File: src/rtl/prog_loader_if.sv
// rtl/prog_loader_if.sv - byte stream in and program memory write port of the program loader
interface prog_loader_if #(
  parameter int AW = 5,
  parameter int DW = 8
);
  logic          s_valid;
  logic [DW-1:0] s_data;
  logic          s_last;
  logic          s_ready;
  logic          mem_wr;
  logic [AW-1:0] mem_addr;
  logic [DW-1:0] mem_data;

  modport master (
    output s_valid, s_data, s_last,
    input  s_ready, mem_wr, mem_addr, mem_data
  );

  modport slave (
    input  s_valid, s_data, s_last,
    output s_ready, mem_wr, mem_addr, mem_data
  );
endinterface

File: src/rtl/prog_loader.sv
// rtl/prog_loader.sv - loads a checksummed byte stream into program memory, then releases the CPU
module prog_loader #(
  parameter int DEPTH = 32,
  parameter int AW    = 5,
  parameter int DW    = 8
) (
  input  logic          clk,
  input  logic          rst,
  input  logic          start,
  input  logic          halt,
  output logic          cpu_run,
  output logic          busy,
  output logic          done,
  output logic          error,
  output logic [AW:0]   count,
  prog_loader_if.slave  bus
);

  typedef enum logic [2:0] {
    IDLE  = 3'd0,
    LOAD  = 3'd1,
    CHECK = 3'd2,
    RUN   = 3'd3,
    ERROR = 3'd4
  } state_e;

  localparam logic [AW:0] DEPTH_C = (AW+1)'(DEPTH);

  state_e        state_q;
  logic [AW:0]   count_q;
  logic [DW-1:0] sum_q;
  logic [DW-1:0] chk_q;
  logic          mem_wr_q;
  logic [AW-1:0] mem_addr_q;
  logic [DW-1:0] mem_data_q;
  logic          done_q;
  logic [DW-1:0] total_d;

  // the checksum byte is chosen so the whole stream sums to zero
  assign total_d = sum_q + chk_q;

  always_ff @(posedge clk or negedge rst) begin
    if (!rst) begin
      state_q    <= IDLE;
      count_q    <= '0;
      sum_q      <= '0;
      chk_q      <= '0;
      mem_wr_q   <= 1'b0;
      mem_addr_q <= '0;
      mem_data_q <= '0;
      done_q     <= 1'b0;
    end else begin
      mem_wr_q <= 1'b0;
      done_q   <= 1'b0;
      case (state_q)
        IDLE, ERROR: begin
          if (start) begin
            state_q <= LOAD;
            count_q <= '0;
            sum_q   <= '0;
          end
        end
        LOAD: begin
          if (bus.s_valid) begin
            if (bus.s_last) begin
              chk_q   <= bus.s_data;
              state_q <= CHECK;
            end else if (count_q == DEPTH_C) begin
              state_q <= ERROR;
            end else begin
              mem_wr_q   <= 1'b1;
              mem_addr_q <= count_q[AW-1:0];
              mem_data_q <= bus.s_data;
              count_q    <= count_q + 1'b1;
              sum_q      <= sum_q + bus.s_data;
            end
          end
        end
        CHECK: state_q <= (total_d == '0) ? RUN : ERROR;
        RUN: begin
          if (halt) begin
            state_q <= IDLE;
            done_q  <= 1'b1;
          end
        end
        default: state_q <= IDLE;
      endcase
    end
  end

  assign bus.s_ready  = (state_q == LOAD);
  assign bus.mem_wr   = mem_wr_q;
  assign bus.mem_addr = mem_addr_q;
  assign bus.mem_data = mem_data_q;
  assign busy         = (state_q == LOAD) || (state_q == CHECK);
  assign cpu_run      = (state_q == RUN);
  assign error        = (state_q == ERROR);
  assign done         = done_q;
  assign count        = count_q;

endmodule

File: src/flat_wrapper.sv
// flat-port wrapper written by rule: the top's interface ports become plain ports
module prog_loader_flat 
#(
  parameter int DEPTH = 32,
  parameter int AW    = 5,
  parameter int DW    = 8
)
  (clk, rst, start, halt, cpu_run, busy, done, error, count, bus_s_valid, bus_s_data, bus_s_last, bus_s_ready, bus_mem_wr, bus_mem_addr, bus_mem_data);
  prog_loader_if #(.AW(AW), .DW(DW)) bus_i ();
  input  logic clk;
  input  logic rst;
  input  logic start;
  input  logic halt;
  output logic cpu_run;
  output logic busy;
  output logic done;
  output logic error;
  output logic [AW:0] count;
  input wire logic [$bits(bus_i.s_valid)-1:0] bus_s_valid;
  input wire logic [$bits(bus_i.s_data)-1:0] bus_s_data;
  input wire logic [$bits(bus_i.s_last)-1:0] bus_s_last;
  output wire logic [$bits(bus_i.s_ready)-1:0] bus_s_ready;
  output wire logic [$bits(bus_i.mem_wr)-1:0] bus_mem_wr;
  output wire logic [$bits(bus_i.mem_addr)-1:0] bus_mem_addr;
  output wire logic [$bits(bus_i.mem_data)-1:0] bus_mem_data;
  assign bus_i.s_valid = bus_s_valid;
  assign bus_i.s_data = bus_s_data;
  assign bus_i.s_last = bus_s_last;
  assign bus_s_ready = bus_i.s_ready;
  assign bus_mem_wr = bus_i.mem_wr;
  assign bus_mem_addr = bus_i.mem_addr;
  assign bus_mem_data = bus_i.mem_data;
  prog_loader #(.DEPTH(DEPTH), .AW(AW), .DW(DW)) u_core (.clk(clk), .rst(rst), .start(start), .halt(halt), .cpu_run(cpu_run), .busy(busy), .done(done), .error(error), .count(count), .bus(bus_i));
endmodule
File: config.mk
export PLATFORM = sky130hd
export DESIGN_NAME = prog_loader_flat
export DESIGN_NICKNAME = d
export VERILOG_FILES = /design/src/rtl/prog_loader_if.sv /design/src/rtl/prog_loader.sv /design/src/flat_wrapper.sv
export SDC_FILE = /design/constraint.sdc
export NUM_CORES = 1
export LEC_CHECK = 0
export BUFFER_PORTS_ARGS = -buffer_cell sky130_fd_sc_hd__buf_2
export CAP_MARGIN = 10
export CORE_MARGIN = 3
export CORE_UTILIZATION = 60
export DETAILED_ROUTE_END_ITERATION = 8
export GPL_TIMING_DRIVEN = 0
export PLACE_DENSITY_LB_ADDON = 0.15
export SLEW_MARGIN = 15
export SYNTH_ARGS = -nofsm -noshare
export SYNTH_HDL_FRONTEND = slang
export SYNTH_SLANG_ARGS = --single-unit
File: constraint.sdc
create_clock -name clk -period 3.7 [get_ports clk]
set_input_delay 0.74 -clock clk [delete_from_list [all_inputs] [get_ports clk]]
set_output_delay 0.74 -clock clk [all_outputs]
set_load 0.1 [all_outputs]
==> impl_results.md, run 1 <==
- Worst slew margin: 0.4287
- DR vias/cell: around 5.6
- Max-slew violations: 0
- Critical path class: register to register
- Yosys cell types: 45
- DRT Wirelength: 4939 um
- GR Util All Layers: 0.2388
- # DRC: 0
- Synthesized flop and latch total: 40
- Synth Net Count: about 270
- Vias: between 1.5k and 2k
- Worst EP required: around 4 ns
- Pre-antenna DRT Iters: 4
- Routed Antenna Nets: 0
- Critical Path Sink Type: register
- Post-CTS Resized: 0
- Starting Density: 0.6525
- Syn Std Cell Area: around 0.0023 mm^2
- Final Critical Period: 2.419 ns
- Num CTS Buffers: 5
- Commonest non-fill, non-tap cell in the layout: nand2_1
- Input/output buffers: 38
- Most frequent cells in the layout: nand2_1 (47), buf_2 (40), dfrtp_1 (40)
- CTS sink cnt: 40
- RSZ-0062 raised after global routing: false
- Status: completed
- Die area: 0.004607 mm^2
- Final Hold Fails: 0
- # fillers: between 200 and 300
- Number of DRC markers in iteration 0: about 120
- Initial antenna violation count: 0
- Layout cell share with drive strength beyond 1: 0.2261
- FMAX: ~410 MHz
- Overflow after GRT: 0
- Post-Syn Area per Cell: ~9.7 um^2
- Die Y: a little under 70 um
- Detailed Place HPWL: about 3700 um
- Area of the multi-input gates: approximately 0.0012 mm^2
- Core area: about 0.0035 mm^2
- First-pass GRT wire length: roughly 8100 um
- Total area of sequential cells: 0.001001 mm^2
- Async SR Flop Fraction: 1.000
- Period utilisation layout: 0.6538
- Ant diodes: 0
- WL/cell: approximately 15 um
- CTS tree: yes
- Setup crit start kind: register
- Critical Path Fanout Max: 3
- Vias in the first global route: roughly 1.7k
- Number of max-cap violations: 0
- Cells after Synth: around 240
- Worst-Margin Slew: between 0.8 and 0.9 ns
- Post-CTS setup repair buffer count: 0
- Gpl congestion: roughly 0.8
- CTS Buffer Depth: 2
- Main flop type after synthesis: dfrtp_1
- H-tree levels: 2
- Syn-to-layout area delta: 15.63%
- Clk Latency, worst-skew pair: 0.29 ns
- Layout Skew: 0.006590 ns
- Setup violators final: 0
- Clk Tree Root Cell: clkbuf_8
- Boundary Pins: 39
- Worst Hold Class: register to register
- Largest net degree at the start of global routing: approximately 40
- Post-CTS Hold Buffers: 0
- Clock-pin slew on the worst setup and hold paths: ~0.08 ns
- Post-synth EDFFs: 0
- Nets: about 310
- Final TNS setup: 0 ns
- Post-synthesis sequential area ratio: 0.4357
- Die width: 67.88 um
- Yosys warns: 0
- Critical path arrival: approximately 2.6 ns
- Rows: 21
-- critical path, stage by stage, from the launching register on --
cell and delay [ns]:
dfrtp_1 0.42, ha_1 0.23, fa_1 0.41, a211oi_1 0.35
nor2_1 0.11, xor2_1 0.16, nor4_2 0.21, nand4_1 0.21
o21ai_0 0.24
-- synth_stat cells, types with 5 or more instances --
cell,instances,area [um^2]
inv_1,9,33.78
a21oi_1,6,30.03
nor2_1,10,37.54
nand2b_1,6,37.54
dfrtp_1,40,1001
mux2_2,8,90.09
xnor2_1,5,43.79
nand2_1,47,176.4
a22o_1,5,43.79
nand3_1,6,30.03
ha_1,16,200.2
o21ai_0,18,90.09
-- layer usage --
layer  vias to the layer above  routed length (um)  global-route usage
met5                         -                   0                   0
li1                        931                   -                   -
met1                       870                2472              0.3616
met2                        38                2204              0.3366
met3                         8                 183             0.05090
met4                         0                  78             0.08685
-- cell families (layout without fill, tap and decap cells) --
logic type	count (synthesis)	in the layout	share of synthesized area
xor+xnor	9	9	0.03431
fa+ha+maj	18	18	0.1046
flops	40	40	0.4357
simple gates	89	89	0.1819
mux	9	9	0.04357
compound gates	56	56	0.1607
buf+inv	16	62	0.03922
-- sequential cells by signal (all words and copies together), names as in the netlist --
register and cells:
u_core.state_q 3, u_core.sum_q 8, u_core.chk_q 8, u_core.bus.mem_data 8, u_core.count 6, u_core.bus.mem_addr 5, u_core.bus.mem_wr 1, u_core.done 1
-- final timing paths --
check,start,endpoint,slack [ns],depth (start not counted)
setup / recovery,u_core.sum_q[0],u_core.state_q[1],1.28,8
hold / removal,u_core.bus.mem_data[5],u_core.bus.mem_data[5],0.48,2
setup reg to reg,u_core.sum_q[0],u_core.state_q[1],1.28,8
hold reg to reg,u_core.bus.mem_data[5],u_core.bus.mem_data[5],0.48,2
min in group asynchronous,rst,u_core.chk_q[5],0.55,1
max in group asynchronous,rst,u_core.count[5],2.61,1
-- stage by stage --
step	hold slack (ns)	utilization	cells	worst slack, ns	area (um^2)
after detailed placement	0.4572	0.7228	321	1.253	2545
after floorplan	0.4444	-	237	1.024	2297
after global placement	0.4537	0.7228	321	1.271	2545
after CTS	0.4768	0.7544	329	1.255	2656
final	0.4763	0.7544	329	1.281	2656
after global routing	0.4944	0.7544	329	1.033	2656
-- final cells by class --
type | count | area share
Clock inverter | 3 | 0.01602
Buffer | 6 | 0.01507
Timing Repair Buffer | 38 | 0.07160
Multi-Input combinational cell | 181 | 0.4541
Sequential cell | 40 | 0.3768
Tap cell | 46 | 0.02167
Inverter | 10 | 0.01884
Clock buffer | 5 | 0.02591
Power of run 1 is left out: the tool's default activity adds up to more than one toggle a clock period on the data nets, which glitch-free logic cannot reach.
==> inputs of run 2 (changes only) <==
--- a/config.mk
+++ b/config.mk
@@ -8,7 +8,7 @@
 export BUFFER_PORTS_ARGS = -buffer_cell sky130_fd_sc_hd__buf_2
 export CAP_MARGIN = 10
 export CORE_MARGIN = 3
-export CORE_UTILIZATION = 60
+export CORE_UTILIZATION = 50
 export DETAILED_ROUTE_END_ITERATION = 8
 export GPL_TIMING_DRIVEN = 0
 export PLACE_DENSITY_LB_ADDON = 0.15
==> constraint.sdc (replaced) <==
create_clock -name clk -period 2.1 [get_ports clk]
set_input_delay 0.42 -clock clk [delete_from_list [all_inputs] [get_ports clk]]
set_output_delay 0.42 -clock clk [all_outputs]
set_load 0.1 [all_outputs]
==> run 2 against run 1 <==
  * Core utilization shrank 11 points
  * Critical endpoint unchanged
  * Via count increased by 2.3%
  * The run now ends with negative setup slack left
  * Register-to-register slack got worse by 1.4 ns
  * Non-clock buffer count rose by 8
  * Clock skew up 0.0051 ns
  * Routed wire length is 1.7% higher
  * Die area up 18%
  * Cell count up 4.3%
  * Fmax up 11%
  * Flip-flop and latch count did not move
==> impl_results.md, run 2 (synthesis results as in run 1) <==
- # fillers: 362 (+37%)
- Setup crit start kind: register
- Final setup margin: -0.08111 ns (-1.362 ns)
- Starting Density: 0.5240 (-0.1285)
- Routed Antenna Nets: 0 (unchanged)
- Layout cell share with drive strength beyond 1: 0.3162 (+0.09000)
- WL/cell: 14.65 um (-2.4%)
- Max-slew violations: 0 (unchanged)
- Cells on worst reg2reg path: 9 (+1)
- Critical Path Sink Type: register
- Period utilisation layout: 1.039 (+0.3848)
- Setup violators final: 4 (+4)
- Clk Latency, worst-skew pair: 0.30 ns (about the same)
- Detailed Place HPWL: 3640 um (-1.3%)
- Nets: 322 (+2.5%)
- Syn-to-layout area delta: 22.49%
- Overflow after GRT: 0 (unchanged)
- Vias: 1890 (+2.3%)
- Final Critical Period: 2.181 ns (-0.2379 ns)
- Rows: 24 (+14%)
- Num CTS Buffers: 5 (unchanged)
- FMAX: 458.5 MHz (+11%)
- Vias in the first global route: 1768 (+3.6%)
- Worst-path cell chain: ha_4, fa_2, a211oi_4, nor2_1, xor2_1, nor4_2, nand4_1, buf_4, o21ai_1
- CTS tree: yes
- Commonest non-fill, non-tap cell in the layout: nand2_1
- H-tree levels: 2 (unchanged)
- Clock-pin slew on the worst setup and hold paths: 0.07 ns (about the same)
- Die Y: 73.78 um (+8.7%)
- Initial antenna violation count: 0 (unchanged)
- Die width: 73.78 um (+8.7%)
- CTS sink cnt: 40 (unchanged)
- Boundary Pins: 39 (unchanged)
- First-pass GRT wire length: 8369 um (+2.9%)
- Status: finished, violations left
- DRT Wirelength: 5025 um (+1.7%)
- CP max stage delay: 0.42 ns (about the same)
- Worst Hold Class: input pin to asynchronous set/reset pin
- Area of the multi-input gates: 0.001287 mm^2 (+6.7%)
- Total area of sequential cells: 0.001013 mm^2 (+1.2%)
- Ant diodes: 0 (unchanged)
- Layout Skew: 0.01167 ns (+0.005084 ns)
- Most frequent cells in the layout: nand2_1 (47), buf_2 (38), dfrtp_1 (34)
- Input/output buffers: 38 (unchanged)
- Critical path class: register to register
- Number of DRC markers in iteration 0: 56 (-54%)
- Critical Path Fanout Max: 3 (unchanged)
- DR vias/cell: 5.510 (-1.8%)
- GR Util All Layers: 0.1995 (-0.03936)
- CTS Buffer Depth: 2 (unchanged)
- Final Hold Fails: 0 (unchanged)
- Die area: 0.005443 mm^2 (+18%)
- Slowest cell on the critical path: dfrtp_1
- Pre-antenna DRT Iters: 4 (unchanged)
- Final Core Density: 0.6418 (-0.1126)
- Core area: 0.004384 mm^2 (+25%)
- Worst slew margin: 0.4211 (-0.007620)
- Largest net degree at the start of global routing: 41 (unchanged)
- Failing checks: negative setup slack
- Clk Tree Root Cell: clkbuf_8
- RSZ-0062 raised after global routing: true
- Gpl congestion: 0.8032 (-2.5%)
- Critical path arrival: 2.40 ns (-0.21 ns)
- Worst EP required: 2.32 ns (-1.58 ns)
- # DRC: 0 (unchanged)
- Worst-Margin Slew: 0.8684 ns (+0.01143 ns)
- Number of max-cap violations: 0 (unchanged)
- Post-CTS Hold Buffers: 0 (unchanged)
-- run 2: layer usage --
layer | GRT usage | vias up | share of wire
met3 | 0.04104 | 9 | 0.037
li1 | - | 939 | -
met1 | 0.2928 | 909 | 0.50
met4 | 0.06640 | 0 | 0.015
met2 | 0.2923 | 33 | 0.44
met5 | 0 | - | 0
-- run 2: cell type report --
| type | count | area share |
|---|---|---|
| Sequential cell | 40 | 0.3602 |
| Multi-Input combinational cell | 181 | 0.4575 |
| Clock buffer | 8 | 0.03557 |
| Buffer | 6 | 0.01512 |
| Tap cell | 52 | 0.02312 |
| Timing Repair Buffer | 46 | 0.09071 |
| Inverter | 10 | 0.01779 |
-- run 2: stage by stage --
step / hold WS, ns / std cells / TNS, ns / worst slack, ns / cell area (um^2)
finish: 0.2372 / 343 / -0.2239 / -0.08111 / 2814
global route: 0.3065 / 343 / -0.7582 / -0.2002 / 2814
CTS: 0.2748 / 340 / -0.3778 / -0.1484 / 2748
detailed placement: 0.4579 / 327 / -0.5637 / -0.2286 / 2592
global placement: 0.4543 / 327 / -0.5065 / -0.2044 / 2592
floorplan: 0.1244 / 237 / -0.08863 / -0.05093 / 2337
-- run 2: final timing paths --
path                                         from                     end  slack, ns
min in group clk                    bus_s_data[7]  u_core.bus.mem_data[7]       0.36
max in group asynchronous                     rst         u_core.count[1]       1.24
hold / removal                                rst             u_core.done       0.24
hold reg to reg            u_core.bus.mem_data[6]  u_core.bus.mem_data[6]       0.48
setup / recovery                  u_core.sum_q[0]       u_core.state_q[1]      -0.08
setup reg to reg                  u_core.sum_q[0]       u_core.state_q[1]      -0.08
-- run 2: repair_timing --
item,CTS,global route
gates cloned,0,0
resized for setup,4,14
pin swaps,7,3
buffers inserted,5,3
setup endpoints to repair,3,28
-- run 2: worst max-delay path, delay by kind of cell (launching register included) --
kind            cells  cell delay (ns)
fa+ha+maj           2             0.55
flops               1             0.42
simple gates        3             0.49
xor+xnor            1             0.15
buf+inv             1             0.19
compound gates      2             0.33
Power of run 2 is left out for the same reason.
==> inputs of run 3 (changes only) <==
--- a/config.mk
+++ b/config.mk
@@ -5,10 +5,11 @@
 export SDC_FILE = /design/constraint.sdc
 export NUM_CORES = 1
 export LEC_CHECK = 0
+export ABC_AREA = 1
 export BUFFER_PORTS_ARGS = -buffer_cell sky130_fd_sc_hd__buf_2
 export CAP_MARGIN = 10
 export CORE_MARGIN = 3
-export CORE_UTILIZATION = 50
+export CORE_UTILIZATION = 51
 export DETAILED_ROUTE_END_ITERATION = 8
 export GPL_TIMING_DRIVEN = 0
 export PLACE_DENSITY_LB_ADDON = 0.15
==> run 3 against run 2 <==
  * The flow now finishes without violations
  * Hold slack improved by 0.00056 ns
  * Flip-flop and latch count stayed put
  * Global-route usage is 1.1 points higher
  * Cell area about the same
  * Clock skew shrank 0.0020 ns
  * Synthesized area is 2.7% higher
  * Via count rose by 8.7%
  * Critical endpoint is now u_core.state_q[2]
  * Largest cell class unchanged
==> impl_results.md, run 3 <==
- CTS tree: yes
- Core area: 0.004414 mm^2 (+0.68%)
- Commonest non-fill, non-tap cell in the layout: nand2_1
- Main flop type after synthesis: dfrtp_1
- Worst slew margin: 0.4086 (-0.01249)
- Die Y: 74.01 um (+0.30%)
- RSZ-0062 raised after global routing: true
- Detailed Place HPWL: 3892 um (+6.9%)
- Post-synth top area share: 0.4244 (-0.01133)
- Final Core Density: 0.6372 (-0.004650)
- Vias in the first global route: 1958 (+11%)
- Final Hold Fails: 0 (unchanged)
- Most frequent cells in the layout: nand2_1 (91), inv_1 (39), buf_2 (39)
- Num CTS Buffers: 5 (unchanged)
- Critical path class: register to register
- R2R Path End: u_core.state_q[2]
- Period utilisation layout: 0.9903 (-0.04832)
- Cells on worst reg2reg path: 13 (+4)
- Number of max-cap violations: 0 (unchanged)
- First-pass GRT wire length: 8887 um (+6.2%)
- Layout cell share with drive strength beyond 1: 0.2479 (-0.06829)
- Number of DRC markers in iteration 0: 88 (+57%)
- Most common cell in the netlist: nand2_1
- FMAX: 480.9 MHz (+4.9%)
- Rows: 24 (unchanged)
- Critical Path Fanout Max: 3 (unchanged)
- Post-synth EDFFs: 0 (unchanged)
- Die width: 74.01 um (+0.30%)
- Setup violators final: 0 (-4)
- Clk Latency, worst-skew pair: 0.29 ns (about the same)
- Synth Net Count: 333 (+24%)
- Worst Hold Class: input pin to asynchronous set/reset pin
- Async SR Flop Fraction: 1.000 (unchanged)
- Worst EP required: 2.30 ns (-0.02 ns)
- # fillers: 392 (+8.3%)
- Syn-to-layout area delta: 19.26%
- Nets: 382 (+19%)
- Routed Antenna Nets: 0 (unchanged)
- # DRC: 0 (unchanged)
- Largest net degree at the start of global routing: 41 (unchanged)
- Critical path arrival: 2.28 ns (-0.12 ns)
- WL/cell: 13.00 um (-11%)
- Input/output buffers: 38 (unchanged)
- Initial antenna violation count: 0 (unchanged)
- CTS sink cnt: 40 (unchanged)
- Post-route cell area: 0.002813 mm^2 (about the same)
- Clock-pin slew on the worst setup and hold paths: 0.09 ns (+0.02 ns)
- Top post-synthesis cells by area: dfrtp_1 (42%), nand2_1 (14%), ha_1 (8.5%)
- CTS Buffer Depth: 2 (unchanged)
- R2R Setup Slk: 0.02 ns (+0.10 ns)
- Post-DP Area: 0.002636 mm^2 (+1.7%)
- DRT Wirelength: 5238 um (+4.2%)
- Yosys warns: 0 (unchanged)
- Starting Density: 0.5343 (+0.01032)
- Pre-antenna DRT Iters: 4 (unchanged)
- Area of the multi-input gates: 0.001214 mm^2 (-5.7%)
- Synthesized flop and latch total: 40 (unchanged)
- Vias: 2055 (+8.7%)
- Layout Skew: 0.009678 ns (-0.001997 ns)
- Critical Path Sink Type: register
- Cells after Synth: 301 (+27%)
- Commonest cells in the netlist: nand2_1 (91), dfrtp_1 (40), inv_1 (40)
- Gpl congestion: 0.8309 (+3.4%)
- Max-slew violations: 0 (unchanged)
- Post-synth top area cell: dfrtp_1
- Critical R2R Launch: u_core.sum_q[0]
- DR vias/cell: 5.099 (-7.5%)
- Total area of sequential cells: 0.001005 mm^2 (-0.86%)
- Ant diodes: 0 (unchanged)
- GR Util All Layers: 0.2105 (+0.01097)
- Die area: 0.005477 mm^2 (+0.61%)
- Clk Tree Root Cell: clkbuf_8
- Overflow after GRT: 0 (unchanged)
- Boundary Pins: 39 (unchanged)
- Post-Syn Area per Cell: 7.836 um^2 (-19%)
- Status: completed
- Setup crit start kind: register
- Syn Std Cell Area: 0.002359 mm^2 (+2.7%)
- Final Critical Period: 2.080 ns (-0.1015 ns)
- Post-synthesis sequential area ratio: 0.4244 (-0.01133)
- Final TNS setup: 0 ns (+0.2239 ns)
- H-tree levels: 2 (unchanged)
- CP Launch Point: u_core.sum_q[0]
- Yosys cell types: 31 (-31%)
- Worst-Margin Slew: 0.8871 ns (+0.01873 ns)
run 3: worst max-delay path by stage:
| stage | endpoint | slack, ns | cells past startpoint |
|---|---|---|---|
| 4_1_cts | u_core.state_q[2] | 0.02 | 13 |
| 2_1_floorplan | u_core.count[2] | 0.06 | 10 |
| 3_5_place_dp | u_core.state_q[2] | -0.06 | 13 |
| 3_3_place_gp | u_core.state_q[2] | -0.01 | 13 |
| 5_1_grt | u_core.state_q[2] | -0.15 | 13 |
| 6_report | u_core.state_q[2] | 0.02 | 13 |
run 3: critical path, cell delays in order (launching register included):
cell     delay, ns
dfrtp_1       0.40
ha_2          0.21
fa_1          0.44
or2_4         0.25
nor2_4        0.07
nand2_1       0.05
nor2_1        0.10
nand2_1       0.07
nor2_2        0.13
nand2_1       0.07
nand2_1       0.05
nand2_1       0.05
nand2_1       0.05
nand2_1       0.04
run 3: area by class of cell:
cell class              count  area share
flip-flops and latches     40      0.3572
multi-input cells         213      0.4315
clock inverters             3     0.01512
well taps                  52     0.02313
clock buffers               5     0.02447
repair buffers             42     0.07918
inverters                  44     0.06005
plain buffers               4    0.009342
run 3: repair_timing:
item | 4_1_cts | 5_1_grt
gates resized for setup | 3 | 8
pin swaps | 0 | 5
endpoints found under the setup margin | 4 | 4
buffers inserted | 1 | 3
hold buffers | 0 | 0
run 3: cell families after synthesis:
group | count (synthesis) | synth area share
XOR/XNOR | 3 | 0.01114
AO/OA/AOI/OAI | 43 | 0.1077
flip-flops | 40 | 0.4244
AND/OR/NAND/NOR | 149 | 0.2737
adder cells (fa/ha/maj) | 18 | 0.1019
buffers and inverters | 48 | 0.08116
run 3: per-layer routing:
metal	wire length (um)	track usage	vias to the layer above
met4	45	0.07847	0
met1	2591	0.3017	947
met3	225	0.04054	4
met5	0	0	-
met2	2376	0.3169	33
li1	-	-	1071
run 3: stage by stage:
stage / std cells / hold slack [ns] / worst slack, ns
4_1_cts: 400 / 0.2787 / 0.01645
3_3_place_gp: 391 / 0.4625 / -0.01317
3_5_place_dp: 391 / 0.4686 / -0.06062
5_1_grt: 403 / 0.3105 / -0.1462
6_report: 403 / 0.2378 / 0.02036
2_1_floorplan: 301 / 0.1244 / 0.06231
Power of run 3 is left out for the same reason.
